$ cat src/rtl/sprite_pkg.sv
// Shared types and defaults for the sprite motion engine.
// Channel state encoding, default widths and the reference saturating adder.
package sprite_pkg;

   localparam int unsigned OFS_W_DEF = 12;
   localparam int unsigned CNT_W_DEF = 8;

   typedef enum logic [1:0] {
      IDLE,
      DELAY,
      MOVE,
      DONE
   } chan_state_e;

   // Add at OFS_W_DEF+1 bits, then clamp into the signed OFS_W_DEF range.
   function automatic logic signed [OFS_W_DEF-1:0] sat_add(
      input logic signed [OFS_W_DEF-1:0] a,
      input logic signed [OFS_W_DEF-1:0] b
   );
      logic signed [OFS_W_DEF:0] s;
      s = $signed({a[OFS_W_DEF-1], a}) + $signed({b[OFS_W_DEF-1], b});
      if (s[OFS_W_DEF] != s[OFS_W_DEF-1]) begin
         return s[OFS_W_DEF] ? {1'b1, {(OFS_W_DEF-1){1'b0}}} : {1'b0, {(OFS_W_DEF-1){1'b1}}};
      end
      return s[OFS_W_DEF-1:0];
   endfunction

endpackage

$ cat src/rtl/sprite_motion_chan.sv
// One sprite channel: delay countdown, per-frame saturating linear motion, done/loop.
// All outputs are registered; configuration is latched on start.
module sprite_motion_chan
   import sprite_pkg::*;
#(
   parameter int unsigned OFS_W = OFS_W_DEF,
   parameter int unsigned CNT_W = CNT_W_DEF
) (
   input  logic                    clk_i,
   input  logic                    rst_ni,
   input  logic                    tick_i,
   input  logic                    start_i,
   input  logic                    abort_i,
   input  logic                    loop_en_i,
   input  logic signed [OFS_W-1:0] cfg_h0_i,
   input  logic signed [OFS_W-1:0] cfg_v0_i,
   input  logic signed [OFS_W-1:0] cfg_dh_i,
   input  logic signed [OFS_W-1:0] cfg_dv_i,
   input  logic        [CNT_W-1:0] cfg_delay_i,
   input  logic        [CNT_W-1:0] cfg_len_i,
   output logic signed [OFS_W-1:0] hoffset_o,
   output logic signed [OFS_W-1:0] voffset_o,
   output logic                    busy_o,
   output logic                    done_o
);

   chan_state_e             state_q, state_d;
   logic signed [OFS_W-1:0] h_q, h_d, v_q, v_d;
   logic signed [OFS_W-1:0] h0_q, h0_d, v0_q, v0_d, dh_q, dh_d, dv_q, dv_d;
   logic        [CNT_W-1:0] delay_q, delay_d, len_q, len_d;
   logic        [CNT_W-1:0] dcnt_q, dcnt_d, mcnt_q, mcnt_d;
   logic                    busy_q, busy_d, done_q, done_d;

   function automatic logic signed [OFS_W-1:0] sat_step(
      input logic signed [OFS_W-1:0] a,
      input logic signed [OFS_W-1:0] b
   );
      logic signed [OFS_W:0] s;
      s = $signed({a[OFS_W-1], a}) + $signed({b[OFS_W-1], b});
      if (s[OFS_W] != s[OFS_W-1]) begin
         return s[OFS_W] ? {1'b1, {(OFS_W-1){1'b0}}} : {1'b0, {(OFS_W-1){1'b1}}};
      end
      return s[OFS_W-1:0];
   endfunction

   function automatic chan_state_e first_state(
      input logic [CNT_W-1:0] d,
      input logic [CNT_W-1:0] l
   );
      if (d != '0) return DELAY;
      if (l != '0) return MOVE;
      return DONE;
   endfunction

   always_comb begin
      state_d = state_q;
      h_d     = h_q;
      v_d     = v_q;
      h0_d    = h0_q;
      v0_d    = v0_q;
      dh_d    = dh_q;
      dv_d    = dv_q;
      delay_d = delay_q;
      len_d   = len_q;
      dcnt_d  = dcnt_q;
      mcnt_d  = mcnt_q;
      done_d  = 1'b0;
      // abort beats start, and both beat a coincident frame tick
      if (abort_i) begin
         state_d = IDLE;
      end else if (start_i) begin
         h0_d    = cfg_h0_i;
         v0_d    = cfg_v0_i;
         dh_d    = cfg_dh_i;
         dv_d    = cfg_dv_i;
         delay_d = cfg_delay_i;
         len_d   = cfg_len_i;
         h_d     = cfg_h0_i;
         v_d     = cfg_v0_i;
         dcnt_d  = cfg_delay_i;
         mcnt_d  = cfg_len_i;
         state_d = first_state(cfg_delay_i, cfg_len_i);
      end else begin
         unique case (state_q)
            IDLE: ;
            DELAY: begin
               if (tick_i) begin
                  dcnt_d = dcnt_q - CNT_W'(1);
                  if (dcnt_q == CNT_W'(1)) state_d = (len_q != '0) ? MOVE : DONE;
               end
            end
            MOVE: begin
               if (tick_i) begin
                  h_d    = sat_step(h_q, dh_q);
                  v_d    = sat_step(v_q, dv_q);
                  mcnt_d = mcnt_q - CNT_W'(1);
                  if (mcnt_q == CNT_W'(1)) begin
                     state_d = DONE;
                     done_d  = 1'b1;
                  end
               end
            end
            DONE: begin
               if (loop_en_i) begin
                  h_d     = h0_q;
                  v_d     = v0_q;
                  dcnt_d  = delay_q;
                  mcnt_d  = len_q;
                  state_d = first_state(delay_q, len_q);
               end
            end
            default: state_d = IDLE;
         endcase
      end
      busy_d = (state_d == DELAY) || (state_d == MOVE);
   end

   always_ff @(posedge clk_i or negedge rst_ni) begin
      if (!rst_ni) begin
         state_q <= IDLE;
         h_q     <= '0;
         v_q     <= '0;
         h0_q    <= '0;
         v0_q    <= '0;
         dh_q    <= '0;
         dv_q    <= '0;
         delay_q <= '0;
         len_q   <= '0;
         dcnt_q  <= '0;
         mcnt_q  <= '0;
         busy_q  <= 1'b0;
         done_q  <= 1'b0;
      end else begin
         state_q <= state_d;
         h_q     <= h_d;
         v_q     <= v_d;
         h0_q    <= h0_d;
         v0_q    <= v0_d;
         dh_q    <= dh_d;
         dv_q    <= dv_d;
         delay_q <= delay_d;
         len_q   <= len_d;
         dcnt_q  <= dcnt_d;
         mcnt_q  <= mcnt_d;
         busy_q  <= busy_d;
         done_q  <= done_d;
      end
   end

   assign hoffset_o = h_q;
   assign voffset_o = v_q;
   assign busy_o    = busy_q;
   assign done_o    = done_q;

endmodule

$ cat src/rtl/sprite_motion_ctrl.sv
// Frame-synchronous motion engine: vsync synchronizer, frame tick and N_CH motion channels.
// Reset asserts asynchronously and is released through a two-flop synchronizer.
module sprite_motion_ctrl
   import sprite_pkg::*;
#(
   parameter int unsigned N_CH  = 4,
   parameter int unsigned OFS_W = OFS_W_DEF,
   parameter int unsigned CNT_W = CNT_W_DEF
) (
   input  logic                    CLK100MHZ,
   input  logic                    CPU_RESETN,
   input  logic                    vsync_raw,
   input  logic [N_CH-1:0]         start,
   input  logic [N_CH-1:0]         abort,
   input  logic [N_CH-1:0]         loop_en,
   input  logic [N_CH*OFS_W-1:0]   cfg_h0,
   input  logic [N_CH*OFS_W-1:0]   cfg_v0,
   input  logic [N_CH*OFS_W-1:0]   cfg_dh,
   input  logic [N_CH*OFS_W-1:0]   cfg_dv,
   input  logic [N_CH*CNT_W-1:0]   cfg_delay,
   input  logic [N_CH*CNT_W-1:0]   cfg_len,
   output logic                    frame_tick,
   output logic [N_CH*OFS_W-1:0]   hoffset,
   output logic [N_CH*OFS_W-1:0]   voffset,
   output logic [N_CH-1:0]         busy,
   output logic [N_CH-1:0]         done
);

   logic rst_meta_q, rst_sync_q;
   logic vs_meta_q, vs_sync_q, vs_prev_q;
   logic tick_q, tick_d;

   always_ff @(posedge CLK100MHZ or negedge CPU_RESETN) begin
      if (!CPU_RESETN) begin
         rst_meta_q <= 1'b0;
         rst_sync_q <= 1'b0;
      end else begin
         rst_meta_q <= 1'b1;
         rst_sync_q <= rst_meta_q;
      end
   end

   always_comb begin
      tick_d = vs_sync_q & ~vs_prev_q;
   end

   always_ff @(posedge CLK100MHZ or negedge rst_sync_q) begin
      if (!rst_sync_q) begin
         vs_meta_q <= 1'b0;
         vs_sync_q <= 1'b0;
         vs_prev_q <= 1'b0;
         tick_q    <= 1'b0;
      end else begin
         vs_meta_q <= vsync_raw;
         vs_sync_q <= vs_meta_q;
         vs_prev_q <= vs_sync_q;
         tick_q    <= tick_d;
      end
   end

   assign frame_tick = tick_q;

   for (genvar i = 0; i < N_CH; i++) begin : g_chan
      sprite_motion_chan #(
         .OFS_W (OFS_W),
         .CNT_W (CNT_W)
      ) u_chan (
         .clk_i       (CLK100MHZ),
         .rst_ni      (rst_sync_q),
         .tick_i      (tick_q),
         .start_i     (start[i]),
         .abort_i     (abort[i]),
         .loop_en_i   (loop_en[i]),
         .cfg_h0_i    (cfg_h0[i*OFS_W +: OFS_W]),
         .cfg_v0_i    (cfg_v0[i*OFS_W +: OFS_W]),
         .cfg_dh_i    (cfg_dh[i*OFS_W +: OFS_W]),
         .cfg_dv_i    (cfg_dv[i*OFS_W +: OFS_W]),
         .cfg_delay_i (cfg_delay[i*CNT_W +: CNT_W]),
         .cfg_len_i   (cfg_len[i*CNT_W +: CNT_W]),
         .hoffset_o   (hoffset[i*OFS_W +: OFS_W]),
         .voffset_o   (voffset[i*OFS_W +: OFS_W]),
         .busy_o      (busy[i]),
         .done_o      (done[i])
      );
   end

endmodule

$ cat config.mk
export PLATFORM = sky130hd
export DESIGN_NAME = sprite_motion_ctrl
export DESIGN_NICKNAME = d
export VERILOG_FILES = /design/src/rtl/sprite_pkg.sv /design/src/rtl/sprite_motion_chan.sv /design/src/rtl/sprite_motion_ctrl.sv
export SDC_FILE = /design/constraint.sdc
export NUM_CORES = 1
export LEC_CHECK = 0
export ABC_AREA = 1
export BUFFER_PORTS_ARGS = -buffer_cell sky130_fd_sc_hd__buf_2
export CAP_MARGIN = 15
export CORE_MARGIN = 3
export CORE_UTILIZATION = 55
export CTS_BUF_LIST = sky130_fd_sc_hd__clkbuf_16
export CTS_CLUSTER_SIZE = 20
export DETAILED_ROUTE_END_ITERATION = 8
export HOLD_SLACK_MARGIN = 0.03
export PLACE_DENSITY = 0.82
export SYNTH_ARGS = -nofsm -noshare
export SYNTH_HDL_FRONTEND = slang
export SYNTH_HIERARCHICAL = 1
export SYNTH_SLANG_ARGS = --single-unit
$ cat constraint.sdc
create_clock -name CLK100MHZ -period 17.1 [get_ports CLK100MHZ]
set_input_delay 0 -clock CLK100MHZ [delete_from_list [all_inputs] [get_ports CLK100MHZ]]
set_output_delay 0 -clock CLK100MHZ [all_outputs]
set_load 0.01 [all_outputs]
==> parameters.txt, run 1 <==
Parameter                              Value

Setup path
  Critical path buffers and inverters    5
  Critical path's largest stage delay    0.63 ns
  Peak fanout along the critical path    45
  Endpoint of the most critical register-to-register path    g_chan[2].u_chan/dcnt_q[1]
  Critical path start-end classification    reg2reg
  Arrival time at the worst endpoint    4.38 ns
  Critical path depth    11
  CP Launch Point    g_chan[2].u_chan/state_q[0]
  Flop-to-flop setup slack    13.23 ns
  Worst Setup End Kind    register
  Worst Setup EP    g_chan[2].u_chan/dcnt_q[1]
  Req. time, crit path    17.61 ns
  Slowest stage cell, crit path    sky130_fd_sc_hd__a21oi_1
  Top cell family by delay on the critical path    buffers and inverters
  Number of cells on the worst reg-to-reg path    11
  Ordered cell list for the critical path    nand2_4 -> inv_2 -> a31oi_1 -> dlygate4sd3_1 -> inv_2 -> a21oi_1 -> inv_1 -> a21oi_1 -> o21ai_0 -> o21ai_0 -> dlygate4sd3_1
  Startpoint of the worst register-to-register path    g_chan[2].u_chan/state_q[0]
  Startpoint kind of the worst setup timing path    register

Synthesis
  Library cell occupying the most area in the post-synthesis netlist    sky130_fd_sc_hd__dfrtp_1
  Count of flip-flops with a built-in enable after synthesis    0
  Sequential-to-total area share from yosys stat    0.4020
  Synthesized Nets    4011
  Count of cell types in the netlist    50
  Post-synth top flop    sky130_fd_sc_hd__dfrtp_1
  Fraction of registers with async set or reset after synthesis    1.000
  Biggest area contributors in the synthesized netlist    sky130_fd_sc_hd__dfrtp_1 (40%), sky130_fd_sc_hd__nand2_1 (17%), sky130_fd_sc_hd__inv_1 (5.6%)
  Mean Syn Cell Area    7.532 um^2
  Total standard cell area after synthesis    27260 um^2
  Warnings, synthesis    6
  Synth top area share    0.4020
  Most instantiated library cell after synthesis    sky130_fd_sc_hd__nand2_1
  Most common library cells after synthesis    sky130_fd_sc_hd__nand2_1 (1210), sky130_fd_sc_hd__dfrtp_1 (438), sky130_fd_sc_hd__inv_1 (408)
  Synthesized flop and latch total    438
  Post-synthesis instance total    3620

Clock network
  TritonCTS clock tree    built
  Number of buffers added by the clock tree synthesis step    50
  Count of hold buffers inserted by post-cts repair    280
  Clock-pin slew on the worst setup and hold paths    0.06 ns
  Count of buffers added by post-CTS timing repair for setup    0
  Root buffer cell    sky130_fd_sc_hd__clkbuf_16
  Insertion delay to the later sink of the worst-skew pair    0.58 ns
  Count of cells resized by post-cts repair    0
  Clock Sinks    438
  Buffer levels on the longest clock path    3
  Level count of the clock H-tree    2

Power
  Seq pwr share    0.312
  Internal    2.631 mW
  Leakage component of the power    17.90 nW
  Switching power summed over all nets    1.843 mW
  Logic pwr share    0.443
  Switching part of the total power    0.4119
  Power per Cell Area    132.6 nW/um^2
  IR drop worst, VDD    0.09107 mV
  Clock network fraction of total power    0.245

Cells and area
  Final core utilization    0.6979
  Area Overhead vs Synth    23.76%
  Filler cell count    3549
  Final net count    4586
  Fraction of layout cells with a size suffix above 1    0.1786

GRT
  Total routing usage reported by global routing    0.3057
  Vias in the first global route    26603
  Maximum number of pins on one net before global-route repair    167
  Antenna violations before repair    9
  Wire length of the first global-routing pass    133.9 mm
  Gr ovfl total    0

STA
  Unrepaired setup endpoints after global routing    false
  Total negative slack for setup checks    0 ns
  Total count of max-transition violations in the final report    0
  Worst clock skew    0.01347 ns
  Final setup vio count    0
  Final number of hold-violating endpoints    0
  Worst Max-Slew Pin Slew    1.083 ns
  Highest achievable clock rate    258.2 MHz
  Max_slew headroom    0.2777
  Fraction of the cycle the final worst path needs    0.2265
  Post-route minimum period    3.872 ns

Hold path
  Worst hold start    start[1]
  Worst hold-check path type    in2reg

Die
  Chip height    228.7 um
  Row count    80
  Core area    48350 um^2
  Chip width    228.7 um
  Effective utilization at floorplan    0.5639
  Full die area    52280 um^2
  Total I/O pin count    376

Job
  Max-capacitance violation count    0

Placement
  Routability-driven placement congestion ratio    0.8882
  HPWL after detailed placement    48.11 mm
  Number of buffer cells added on primary ports    375

Drt
  Iter 0 DRT Violations    2556
  DRC violations left    0
  DR vias    27076
  Number of vias per cell after detailed routing    5.529
  Routed Antenna Nets    0
  Detail-routed net length per standard cell    16.71 um
  Routed WL    81.81 mm
  Length of the first detailed-routing pass in iterations    7

Status
  Run status    finished, final reports clean
worst min-delay path: cells and delay by family:
kind                   cells  cell delay, ns
AOI/OAI and AO/OA          1            0.19
and+or+nand+nor            1            0.05
buffers and inverters      2            0.39
how the worst min path moves through the flow:
stage                                     endpoint  slack [ns]  depth (start not counted)
finish              g_chan[1].u_chan/hoffset_o[11]        0.12                          4
detailed placement                      rst_meta_q       -0.21                          1
CTS                     g_chan[0].u_chan/mcnt_q[0]        0.06                          4
global route            g_chan[1].u_chan/mcnt_q[0]        0.13                          4
floorplan                               rst_meta_q       -0.30                          0
global placement                        rst_meta_q       -0.21                          1
metal layers:
metal / up-vias / wire, um / GRT usage
met5: - / 27 / 0
met4: 4 / 3321 / 0.1281
met3: 293 / 6218 / 0.05197
met2: 1312 / 39880 / 0.5231
met1: 12720 / 32360 / 0.3840
li1: 12747 / - / -
state kept, by name, indices dropped and copies added (netlist names), 4 cells and up:
signal	count
g_chan.u_chan/voffset_o	48
g_chan.u_chan/dh_q	48
g_chan.u_chan/hoffset_o	48
g_chan.u_chan/dcnt_q	32
g_chan.u_chan/dv_q	48
g_chan.u_chan/mcnt_q	32
g_chan.u_chan/state_q	8
g_chan.u_chan/done_o	4
g_chan.u_chan/busy_o	4
g_chan.u_chan/len_q	32
g_chan.u_chan/h0_q	48
g_chan.u_chan/delay_q	32
g_chan.u_chan/v0_q	48
layout by cell type (no fill, tap or decap), types with 14 or more instances in the layout:
cell type                          n
sky130_fd_sc_hd__nor4_1           14
sky130_fd_sc_hd__xnor2_1          33
sky130_fd_sc_hd__o21ai_0         294
sky130_fd_sc_hd__or2_2            83
sky130_fd_sc_hd__nand2_2          42
sky130_fd_sc_hd__nand3_1         127
sky130_fd_sc_hd__nor3_1           19
sky130_fd_sc_hd__o21ai_1          16
sky130_fd_sc_hd__buf_2           375
sky130_fd_sc_hd__xor2_1           37
sky130_fd_sc_hd__a21oi_1         218
sky130_fd_sc_hd__inv_2            16
sky130_fd_sc_hd__mux2_2          104
sky130_fd_sc_hd__clkbuf_16        53
sky130_fd_sc_hd__inv_1           416
sky130_fd_sc_hd__ha_1            112
sky130_fd_sc_hd__nand4_1          34
sky130_fd_sc_hd__dlygate4sd3_1   280
sky130_fd_sc_hd__dfrtp_1         437
sky130_fd_sc_hd__o211ai_1         20
sky130_fd_sc_hd__a31oi_1          23
sky130_fd_sc_hd__nor2_1          134
sky130_fd_sc_hd__nand2_1        1206
power by group through the flow:
stage,Combinational (mW),Clock [mW],Sequential [mW]
global placement,1.79,0,1.40
global route,2.23,1.15,1.42
floorplan,1.42,0,1.40
finish,1.98,1.09,1.40
CTS,1.90,1.10,1.39
detailed placement,1.83,0,1.40
cell type report:
class	count	area, um^2	area share
Multi-Input combinational cell	2613	13900	0.4120
Sequential cell	438	10960	0.3249
Timing Repair Buffer	667	4782	0.1417
Inverter	425	1600	0.04743
Clock buffer	53	1326	0.03931
Tap cell	656	820.8	0.02433
Clock inverter	37	325.3	0.009641
Antenna cell	8	20.02	0.0005933
through the flow:
stage | cells | setup WS (ns) | cell area (um^2) | power (mW) | hold slack, ns
after floorplan | 3620 | 3.988 | 27260 | 2.820 | -0.2956
after global placement | 4519 | 14.31 | 29270 | 3.184 | -0.2126
after detailed placement | 4519 | 14.17 | 29270 | 3.224 | -0.2118
after CTS | 4889 | 13.34 | 33720 | 4.392 | 0.06453
after global routing | 4895 | 12.98 | 33740 | 4.800 | 0.1278
final | 4897 | 13.23 | 33740 | 4.474 | 0.1190
cell families after synthesis:
| family | count (synthesis) | synth area share |
|---|---|---|
| buffers and inverters | 569 | 0.08917 |
| muxes | 104 | 0.04295 |
| and+or+nand+nor | 1701 | 0.2644 |
| AOI/OAI and AO/OA | 617 | 0.1216 |
| other | 1 | 0.0001375 |
| DFF | 438 | 0.4020 |
| adders and majority gates | 120 | 0.05727 |
| xor gates and xnor gates | 70 | 0.02249 |
No activity file was read; power rests on OpenSTA's default activity.
==> run 2: changes to the inputs <==
ABC_AREA = 0   (was 1)
clock period = 3.8 ns   (was 17.1 ns; I/O delays follow)
==> run 2 against run 1 <==
Worst hold slack better by 0.015 ns; total power rose to 3.9 times the previous value; critical endpoint is now g_chan[1].u_chan/hoffset_o[10]; count of clock-buffer cells in the layout unchanged; die area down 6.4%; highest routed layer is now met4.
==> parameters.txt, run 2 <==
Parameter                              Value

Setup path
  Req. time, crit path    4.29 ns (was 17.61 ns)
  Critical path start-end classification    reg2reg (unchanged)
  Arrival time at the worst endpoint    3.58 ns (was 4.38 ns)
  Startpoint kind of the worst setup timing path    register (unchanged)
  Peak fanout along the critical path    10 (was 45)
  Worst Setup End Kind    register (unchanged)

Power
  Clock network fraction of total power    0.317 (was 0.245)
  Logic pwr share    0.336 (was 0.443)
  Switching power summed over all nets    6.136 mW (was 1.843 mW)
  IR drop worst, VDD    0.4528 mV (was 0.09107 mV)
  Seq pwr share    0.347 (was 0.312)
  Power per Cell Area    531.1 nW/um^2 (was 132.6 nW/um^2)
  Leakage component of the power    15.03 nW (was 17.90 nW)
  Internal    11.42 mW (was 2.631 mW)
  Switching part of the total power    0.3494 (was 0.4119)
  Tot Pwr    17.56 mW (was 4.474 mW)

Synthesis
  Post-synthesis instance total    2799 (was 3620)
  Warnings, synthesis    6 (unchanged)
  Library cell occupying the most area in the post-synthesis netlist    sky130_fd_sc_hd__dfrtp_1 (unchanged)
  Fraction of registers with async set or reset after synthesis    1.000 (unchanged)
  Biggest area contributors in the synthesized netlist    sky130_fd_sc_hd__dfrtp_1 (43%), sky130_fd_sc_hd__nand2_1 (7.9%), sky130_fd_sc_hd__mux2_2 (5.7%) (was sky130_fd_sc_hd__dfrtp_1 (40%), sky130_fd_sc_hd__nand2_1 (17%), sky130_fd_sc_hd__inv_1 (5.6%))
  Count of cell types in the netlist    110 (was 50)
  Synthesized flop and latch total    438 (unchanged)
  Synthesized Nets    3190 (was 4011)
  Mean Syn Cell Area    9.104 um^2 (was 7.532 um^2)
  Sequential-to-total area share from yosys stat    0.4301 (was 0.4020)
  Total standard cell area after synthesis    25480 um^2 (was 27260 um^2)
  Most instantiated library cell after synthesis    sky130_fd_sc_hd__nand2_1 (unchanged)
  Post-synth top flop    sky130_fd_sc_hd__dfrtp_1 (unchanged)
  Most common library cells after synthesis    sky130_fd_sc_hd__nand2_1 (537), sky130_fd_sc_hd__dfrtp_1 (438), sky130_fd_sc_hd__a21oi_1 (220) (was sky130_fd_sc_hd__nand2_1 (1210), sky130_fd_sc_hd__dfrtp_1 (438), sky130_fd_sc_hd__inv_1 (408))
  Count of flip-flops with a built-in enable after synthesis    0 (unchanged)
  Synth top area share    0.4301 (was 0.4020)

Job
  Max-capacitance violation count    0 (unchanged)

Drt
  Detail-routed net length per standard cell    20.91 um (was 16.71 um)
  Length of the first detailed-routing pass in iterations    6 (was 7)
  Routed Antenna Nets    0 (unchanged)
  DRC violations left    0 (unchanged)
  Number of vias per cell after detailed routing    6.355 (was 5.529)
  Routed WL    85.67 mm (was 81.81 mm)
  Iter 0 DRT Violations    3280 (was 2556)
  DR vias    26036 (was 27076)

Placement
  HPWL after detailed placement    51.49 mm (was 48.11 mm)
  Number of placed cells counting well taps    3671 (was 4519)
  Post-DP Area    27920 um^2 (was 29270 um^2)
  Worst setup slack after placement    0.8329 ns (was 14.17 ns)
  Number of buffer cells added on primary ports    375 (unchanged)
  Routability-driven placement congestion ratio    0.9199 (was 0.8882)

Status
  Run status    finished, final reports clean (unchanged)

Hold path
  Worst hold-check path type    in2reg (unchanged)

Die
  Total I/O pin count    376 (unchanged)
  Core area    45580 um^2 (was 48350 um^2)
  Chip width    221.2 um (was 228.7 um)
  Full die area    48950 um^2 (was 52280 um^2)
  Effective utilization at floorplan    0.5591 (was 0.5639)
  Chip height    221.2 um (was 228.7 um)
  Row count    78 (was 80)

GRT
  Antenna violations before repair    7 (was 9)
  Gr ovfl total    0 (unchanged)
  Vias in the first global route    26385 (was 26603)
  Maximum number of pins on one net before global-route repair    79 (was 167)
  Total routing usage reported by global routing    0.3376 (was 0.3057)
  Wire length of the first global-routing pass    137.6 mm (was 133.9 mm)

Cells and area
  Final std cells w/o fill    4097 (was 4897)
  Area Overhead vs Synth    29.74% (was 23.76%)
  Final net count    3839 (was 4586)
  Layout Cell Area excl Fill    33060 um^2 (was 33740 um^2)
  Filler cell count    2908 (was 3549)
  Final core utilization    0.7254 (was 0.6979)
  Most used cells in the layout excluding fill and tap cells    sky130_fd_sc_hd__nand2_1 (537), sky130_fd_sc_hd__dfrtp_1 (437), sky130_fd_sc_hd__buf_2 (375) (was sky130_fd_sc_hd__nand2_1 (1206), sky130_fd_sc_hd__dfrtp_1 (437), sky130_fd_sc_hd__inv_1 (416))
  Fraction of layout cells with a size suffix above 1    0.1940 (was 0.1786)
  Commonest non-fill, non-tap cell in the layout    sky130_fd_sc_hd__nand2_1 (unchanged)

STA
  Total negative slack for setup checks    0 ns (unchanged)
  Unrepaired setup endpoints after global routing    false (unchanged)
  Fraction of the cycle the final worst path needs    0.8135 (was 0.2265)
  Worst Setup Slack, final    0.7088 ns (was 13.23 ns)
  Final number of hold-violating endpoints    0 (unchanged)
  Final setup vio count    0 (unchanged)
  Total count of max-transition violations in the final report    0 (unchanged)
  Max_slew headroom    0.2191 (was 0.2777)
  Post-route minimum period    3.091 ns (was 3.872 ns)
  Minimum hold slack    0.1341 ns (was 0.1190 ns)
  Worst clock skew    0.01072 ns (was 0.01347 ns)
  Highest achievable clock rate    323.5 MHz (was 258.2 MHz)
  Worst Max-Slew Pin Slew    1.169 ns (was 1.083 ns)

Clock network
  Level count of the clock H-tree    2 (unchanged)
  Number of buffers added by the clock tree synthesis step    50 (unchanged)
  TritonCTS clock tree    built (unchanged)
  Clock-pin slew on the worst setup and hold paths    0.06 ns (about the same)
  Clock Sinks    438 (unchanged)
  Buffer levels on the longest clock path    3 (unchanged)
  Insertion delay to the later sink of the worst-skew pair    0.59 ns (was 0.58 ns)
  Count of cells resized by post-cts repair    0 (unchanged)
  Root buffer cell    sky130_fd_sc_hd__clkbuf_16 (unchanged)
-- run 2: cell types whose count changed after synthesis, sizes merged, moves of 34 or more --
cell / previous run / this run
nand2: 1260 / 538
inv: 425 / 70
o21ai: 315 / 182
nand3: 138 / 32
or2: 84 / 12
a211oi: 4 / 68
nor2: 145 / 205
buf: 68 / 21
clkbuf: 73 / 117
nor3: 19 / 56
o211ai: 20 / 54
-- run 2: timing repair --
item	in CTS	in global routing
setup buffers	0	0
hold buffers	325	0
endpoints found under the hold margin	435	0
-- run 2: logic make-up after synthesis --
kind of cell	after synthesis	share of synthesized area
and+or+nand+nor	1013	0.1766
AOI/OAI and AO/OA	775	0.2001
DFF	438	0.4301
buffers and inverters	209	0.03378
muxes	143	0.06339
adders and majority gates	124	0.06290
xor gates and xnor gates	96	0.03300
other	1	0.0001472
-- run 2: area by class of cell --
cell class | count | area, um^2 | share of cell area
Antenna cell | 8 | 20.02 | 0.0006055
Clock inverter | 40 | 545.5 | 0.01650
Tap cell | 600 | 750.7 | 0.02271
Sequential cell | 438 | 10960 | 0.3316
Inverter | 71 | 266.5 | 0.008061
Timing Repair Buffer | 735 | 5480 | 0.1658
Clock buffer | 53 | 1326 | 0.04012
Multi-Input combinational cell | 2152 | 13710 | 0.4146
-- run 2: critical path, cell delays in order, from the launching register on --
cell                       delay, ns
sky130_fd_sc_hd__dfrtp_1        0.39
sky130_fd_sc_hd__ha_1           0.23
sky130_fd_sc_hd__inv_1          0.07
sky130_fd_sc_hd__fa_1           0.41
sky130_fd_sc_hd__nor2b_1        0.18
sky130_fd_sc_hd__o31ai_1        0.16
sky130_fd_sc_hd__a211oi_1       0.47
sky130_fd_sc_hd__a21oi_1        0.21
sky130_fd_sc_hd__o41ai_4        0.52
sky130_fd_sc_hd__a211oi_1       0.12
sky130_fd_sc_hd__a211oi_1       0.24
-- run 2: path summary, 6_finish.rpt --
check,to,cells past startpoint,slack (ns),start
setup / recovery,g_chan[1].u_chan/hoffset_o[10],10,0.71,g_chan[1].u_chan/hoffset_o[0]
hold / removal,vs_meta_q,2,0.13,vsync_raw
setup reg to reg,g_chan[1].u_chan/hoffset_o[10],10,0.71,g_chan[1].u_chan/hoffset_o[0]
hold reg to reg,vs_sync_q,0,0.35,vs_meta_q
max in group asynchronous,g_chan[0].u_chan/v0_q[4],1,2.37,rst_sync_q
min in group asynchronous,rst_sync_q,3,0.28,CPU_RESETN
-- run 2: metal layers --
layer / vias up / track usage / wire (um) / share of wire
li1: 11381 / - / - / -
met1: 12400 / 0.4158 / 31750 / 0.37
met2: 1806 / 0.5693 / 41150 / 0.48
met3: 449 / 0.06354 / 7946 / 0.093
met4: 0 / 0.1716 / 4829 / 0.056
met5: - / 0 / 0 / 0
-- run 2: power groups by stage --
stage | clock network, mW | logic (mW) | registers [mW]
finish | 5.56 | 5.90 | 6.10
CTS | 5.57 | 5.57 | 6.04
detailed placement | 0 | 5.24 | 6.11
floorplan | 0 | 3.78 | 6.08
global placement | 0 | 5.04 | 6.07
global route | 5.80 | 6.39 | 6.17
